[src/rtl/seq_mult_pkg.sv]
// -----------------------------------------------------------------------------
// seq_mult_pkg
//   Shared definitions for the shift-add sequential multiplier control unit.
//   - state_e : controller state encoding (binary, 2 bits)
//   - iter_w  : width of the remaining-iteration counter for an N-bit operand
// -----------------------------------------------------------------------------
package seq_mult_pkg;

  // Controller states; values are fixed so debug views stay stable.
  typedef enum logic [1:0] {
    S_IDLE = 2'd0,
    S_LOAD = 2'd1,
    S_CALC = 2'd2,
    S_DONE = 2'd3
  } state_e;

  // Supported operand widths.
  localparam int N_MIN = 2;
  localparam int N_MAX = 32;

  // Width of the iteration counter, ITER_W = $clog2(N). The counter only has
  // to hold N-1, so $clog2(N) bits suffice for every legal N (N=2 gives 1).
  function automatic int iter_w(input int n);
    if (n <= 2) begin
      return 1;
    end else begin
      return $clog2(n);
    end
  endfunction

endpackage : seq_mult_pkg

[src/rtl/iter_cnt.sv]
// -----------------------------------------------------------------------------
// iter_cnt
//   Load/decrement down-counter with zero flag and synchronous clear, built
//   as a dfrl-style register (D flop with load) plus async active-low reset.
//   Priority: clr > ld > dec. Decrement saturates at zero (never wraps).
// Ports:
//   clk    in  : clock, rising edge
//   rst_n  in  : asynchronous active-low reset, count -> 0
//   clr    in  : synchronous clear, count -> 0
//   ld     in  : load ld_val
//   ld_val in  : value to load (W bits)
//   dec    in  : decrement by one when nonzero
//   cnt    out : current count (W bits)
//   zero   out : count == 0
// -----------------------------------------------------------------------------
module iter_cnt
  import seq_mult_pkg::*;
#(
  parameter int W = 3
) (
  input  logic         clk,
  input  logic         rst_n,
  input  logic         clr,
  input  logic         ld,
  input  logic [W-1:0] ld_val,
  input  logic         dec,
  output logic [W-1:0] cnt,
  output logic         zero
);

  logic [W-1:0] cnt_q;
  logic [W-1:0] cnt_d;
  logic         cnt_zero_s;

  assign cnt_zero_s = (cnt_q == {W{1'b0}});

  // Next-count selection: clear, load, saturating decrement, or hold.
  always_comb begin
    cnt_d = cnt_q;
    if (clr) begin
      cnt_d = {W{1'b0}};
    end else if (ld) begin
      cnt_d = ld_val;
    end else if (dec && !cnt_zero_s) begin
      cnt_d = cnt_q - W'(1'b1);
    end else begin
      cnt_d = cnt_q;
    end
  end

  // Count register with asynchronous active-low reset.
  always_ff @(posedge clk or negedge rst_n) begin
    if (!rst_n) begin
      cnt_q <= {W{1'b0}};
    end else begin
      cnt_q <= cnt_d;
    end
  end

  assign cnt  = cnt_q;
  assign zero = cnt_zero_s;

endmodule : iter_cnt

[src/rtl/seq_mult_ctrl.sv]
// -----------------------------------------------------------------------------
// seq_mult_ctrl
//   Control unit for the shift-add sequential multiplier. Sequences operand
//   load, N add/shift iterations and a one-cycle done pulse over a start/done
//   handshake. The datapath (operand and accumulator registers, adder) lives
//   outside; this block owns every enable and the iteration count.
// Parameters:
//   N        : operand width and iteration count, 2..32
// Ports:
//   clk      in  : clock, rising edge
//   reset    in  : asynchronous active-low reset
//   start    in  : request a multiplication (sampled in IDLE only)
//   abort    in  : synchronous cancel back to IDLE, no done
//   b_lsb    in  : LSB of the datapath multiplier shift register
//   ld_ops   out : load multiplicand/multiplier registers
//   clr_acc  out : clear product accumulator
//   add_en   out : add multiplicand into accumulator upper half
//   shift_en out : shift accumulator/multiplier right by one
//   busy     out : state is not IDLE
//   done     out : one-cycle pulse, product valid on the datapath
//   iter     out : remaining-iteration count (debug/coverage)
// -----------------------------------------------------------------------------
module seq_mult_ctrl
  import seq_mult_pkg::*;
#(
  parameter int N = 8
) (
  input  logic                  clk,
  input  logic                  reset,
  input  logic                  start,
  input  logic                  abort,
  input  logic                  b_lsb,
  output logic                  ld_ops,
  output logic                  clr_acc,
  output logic                  add_en,
  output logic                  shift_en,
  output logic                  busy,
  output logic                  done,
  output logic [iter_w(N)-1:0]  iter
);

  localparam int                ITER_W    = iter_w(N);
  localparam logic [ITER_W-1:0] ITER_LAST = ITER_W'(N - 1);

  state_e            state_q;
  state_e            state_d;

  logic              cnt_clr_s;
  logic              cnt_ld_s;
  logic              cnt_dec_s;
  logic              cnt_zero_s;
  logic [ITER_W-1:0] cnt_s;

  // Iteration counter: loaded with N-1 in LOAD, so CALC runs while the count
  // walks N-1 down to 0, giving exactly N add/shift cycles.
  iter_cnt #(
    .W (ITER_W)
  ) u_iter_cnt (
    .clk    (clk),
    .rst_n  (reset),
    .clr    (cnt_clr_s),
    .ld     (cnt_ld_s),
    .ld_val (ITER_LAST),
    .dec    (cnt_dec_s),
    .cnt    (cnt_s),
    .zero   (cnt_zero_s)
  );

  // Next-state and output decode. Every output comes from state_q except
  // add_en, which also follows b_lsb so add and shift share one cycle.
  // An abort cycle forces all enables and done low.
  always_comb begin
    state_d   = state_q;
    ld_ops    = 1'b0;
    clr_acc   = 1'b0;
    add_en    = 1'b0;
    shift_en  = 1'b0;
    done      = 1'b0;
    cnt_clr_s = 1'b0;
    cnt_ld_s  = 1'b0;
    cnt_dec_s = 1'b0;
    case (state_q)
      S_IDLE: begin
        if (start) begin
          state_d = S_LOAD;
        end else begin
          state_d = S_IDLE;
        end
      end
      S_LOAD: begin
        if (abort) begin
          state_d   = S_IDLE;
          cnt_clr_s = 1'b1;
        end else begin
          state_d  = S_CALC;
          ld_ops   = 1'b1;
          clr_acc  = 1'b1;
          cnt_ld_s = 1'b1;
        end
      end
      S_CALC: begin
        if (abort) begin
          // Drop the partial count so a cancelled run leaves no stale value.
          state_d   = S_IDLE;
          cnt_clr_s = 1'b1;
        end else begin
          shift_en = 1'b1;
          add_en   = b_lsb;
          if (cnt_zero_s) begin
            state_d = S_DONE;
          end else begin
            state_d   = S_CALC;
            cnt_dec_s = 1'b1;
          end
        end
      end
      S_DONE: begin
        // start is not looked at here; it is only honoured back in IDLE.
        if (abort) begin
          state_d = S_IDLE;
        end else begin
          state_d = S_IDLE;
          done    = 1'b1;
        end
      end
      default: begin
        state_d = S_IDLE;
      end
    endcase
  end

  // State register with asynchronous active-low reset.
  always_ff @(posedge clk or negedge reset) begin
    if (!reset) begin
      state_q <= S_IDLE;
    end else begin
      state_q <= state_d;
    end
  end

  assign busy = (state_q != S_IDLE);
  assign iter = cnt_s;

endmodule : seq_mult_ctrl

[config.mk]
export PLATFORM = sky130hd
export DESIGN_NAME = seq_mult_ctrl
export DESIGN_NICKNAME = d
export VERILOG_FILES = /design/src/rtl/seq_mult_pkg.sv /design/src/rtl/iter_cnt.sv /design/src/rtl/seq_mult_ctrl.sv
export SDC_FILE = /design/constraint.sdc
export NUM_CORES = 1
export LEC_CHECK = 0
export ABC_CLOCK_PERIOD_IN_PS = 1600
export CORE_AREA = 2 2 39 41
export CTS_CLUSTER_DIAMETER = 150
export DETAILED_ROUTE_END_ITERATION = 12
export DIE_AREA = 0 0 41 43
export PLACE_DENSITY_LB_ADDON = 0.3
export SYNTH_ARGS = -nofsm -noshare
export SYNTH_HDL_FRONTEND = slang
export SYNTH_SLANG_ARGS = --single-unit
[constraint.sdc]
create_clock -name clk -period 1.6 [get_ports clk]
set_input_delay 0.24 -clock clk [delete_from_list [all_inputs] [get_ports clk]]
set_output_delay 0.24 -clock clk [all_outputs]
set_load 0.01 [all_outputs]
==> results of run 1 <==
timing repair:
item / CTS / global route
endpoints found under the setup margin: 6 / 5
gates resized for setup: 16 / 7
endpoints found under the hold margin: 0 / 0
cell families after synthesis:
kind of cell | synth area share (%)
compound gates | 14.05
buf+inv | 9.700
fa+ha+maj | 23.41
flops | 33.44
simple gates | 19.40
power breakdown:
group          internal, mW  switching (mW)
sequential            0.154          0.0218
clock                0.0940          0.0476
combinational         0.122          0.0953
area by class of cell:
class | count | area [um^2]
Fill cell | 145 | 770.7
Multi-Input combinational cell | 25 | 220.2
Timing Repair Buffer | 24 | 192.7
Sequential cell | 5 | 125.1
Inverter | 7 | 28.78
Clock buffer | 4 | 26.28
Tap cell | 16 | 20.02
worst max-delay path by stage:
stage	start	endpoint	slack [ps]
finish	state_q[0]$_DFF_PN0_	busy	50
detailed placement	abort	clr_acc	-270
global route	state_q[1]$_DFF_PN0_	add_en	4
global placement	abort	clr_acc	-250
CTS	state_q[1]$_DFF_PN0_	clr_acc	-90
floorplan	state_q[1]$_DFF_PN0_	ld_ops	150
Yosys cell counts, types with 2 or more instances:
library cell  instances  area share, %
inv_1                 6            6.0
nand2_1               3            3.0
dfrtp_1               5             33
and2_1                2            3.3
ha_1                  7             23
through the flow:
stage / instance area (um^2) / power, mW
2_1_floorplan: 374.1 / 0.2835
3_3_place_gp: 599.3 / 0.3952
3_5_place_dp: 599.3 / 0.4021
4_1_cts: 623.1 / 0.5488
5_1_grt: 613.1 / 0.5785
6_report: 613.1 / 0.5343
registers in the layout (all words and copies together), names as in the netlist:
| signal | flops |
|---|---|
| state_q | 2 |
| u_iter_cnt.cnt | 3 |
routing by layer:
layer,part of all wire (%),GRT usage [%]
met4,0.73,10.00
met1,41,11.76
met5,0,0
met2,54,17.50
met3,3.5,1.571
==> flow_summary.yaml, run 1 <==
outcome:
  status: "finished, final reports clean"
detailed_routing:
  vias_per_cell: 4.309
  drc_errors: 0
  vias: 349
  drtIter0Drc: 3
  final_antenna_net_count: 0
  drt_wl_total_um: 818
  wl_per_cell_um: 10.10
  drt_pass1_iterations: 2
timing:
  rsz0062_at_grt: "no"
  min_period_ps: 1548
  timing.final.crit_share_pct: 96.72
  skew_ps: 1.128
  slew_headroom_pct: 83.45
  setup_violations: 0
  slew_violations: 0
  finalHoldViolCount: 0
  clock.fmax_mhz: 646.2
  whs_ps: 224.2
  worst_pin_slew_ps: 246.2
  layout_setup_ws_ps: 52.48
  fin_setup_tns_ps: 0
grt:
  grt_first_pass_wirelength_mm: 1.276
  first_global_vias: 330
  grt_usage_pct: 11.10
  antenna_found_initial: 0
  grt_overflow: 0
  grt_max_degree: 6
floorplan:
  die_x_um: 41
  start_util_pct: 27.03
  rows: 14
  dieArea_um2: 1763
  io_pins: 14
  core_area_um2: 1384
  die_y_um: 43
clock_network:
  clockBufferDepth: 2
  clk_pin_slew_ps: 40
  root_buffer: "clkbuf_4"
  clkSinkCount: 5
  cts_hold_buf: 0
  tritoncts: "yes"
  cts.htree.levels: 1
  numCtsBuffers: 3
  cts_setup_buffers: 0
  clk_latency_ps: 240
critical_path:
  cpPeakStageDelay_ps: 380
  crit_path_frequent_cell: "inv_1"
  r2r-start: "state_q[1]$_DFF_PN0_"
  rrSetupSlack_ps: 110
  critPathCaptureType: "output port"
  critPathTopFamily: "buffers and inverters"
  crit_path_top_delay_cell: "dfrtp_1"
  critical_path_arrival_ps: 1310
  crit_buf_inv: 4
  required_ps: 1360
  regToRegEndpoint: "u_iter_cnt.cnt[2]$_DFFE_PN0P_"
  cp.depth: 5
  path_max_fanout: 3
  crit_chain: "inv_1, buf_4, ha_1, inv_1, clkdlybuf4s15_1"
  cp-start-kind: "flop"
  worstRegToRegCells: 7
  path_class: "reg -> out"
logic_synthesis:
  yosysWarnings: 0
  ys_ff_latch: 5
  syn_area_um2: 374.1
  syn_avg_cell_area_um2: 9.845
  synth_cell_types: 20
  syn_nets: 50
  ys_seq_area_share_pct: 33.44
  synth_edf_count: 0
  syn_inst: 38
  synthFlopType: "dfrtp_1"
  synthArstFlopShare_pct: 100.0
place:
  pre_cts_ws_ps: -266.1
  hpwl_um: 725.6
  numPortBuffers: 13
  gp_congestion: 0.6522
  dp.cells: 77
final_layout:
  final_cells: 81
  fin_util_pct: 44.30
  nets: 78
  drive_gt1_share_pct: 36.92
  n_antenna_cell: 0
  layout_commonest_cell: "buf_4"
  area_delta_synth_final_pct: 63.88
  final_cell_mix: "buf_4 (11), clkdlybuf4s50_1 (7), inv_1 (5), ha_1 (5), dfrtp_1 (5)"
power:
  power.density_nw_per_um2: 871.5
  p_leak_nw: 0.3264
  vdd_drop_max_mv: 0.3216
hold_path:
  hold_class: "in -> async"
job:
  maxCapViolations: 0
Note: power is estimated with default switching activity, not from simulation.
==> run 2: changes to the inputs <==
- GPL_ROUTABILITY_DRIVEN: default -> 1
==> results of run 2 <==
No change in the layout: final DEF, timing and power equal those of run 1.
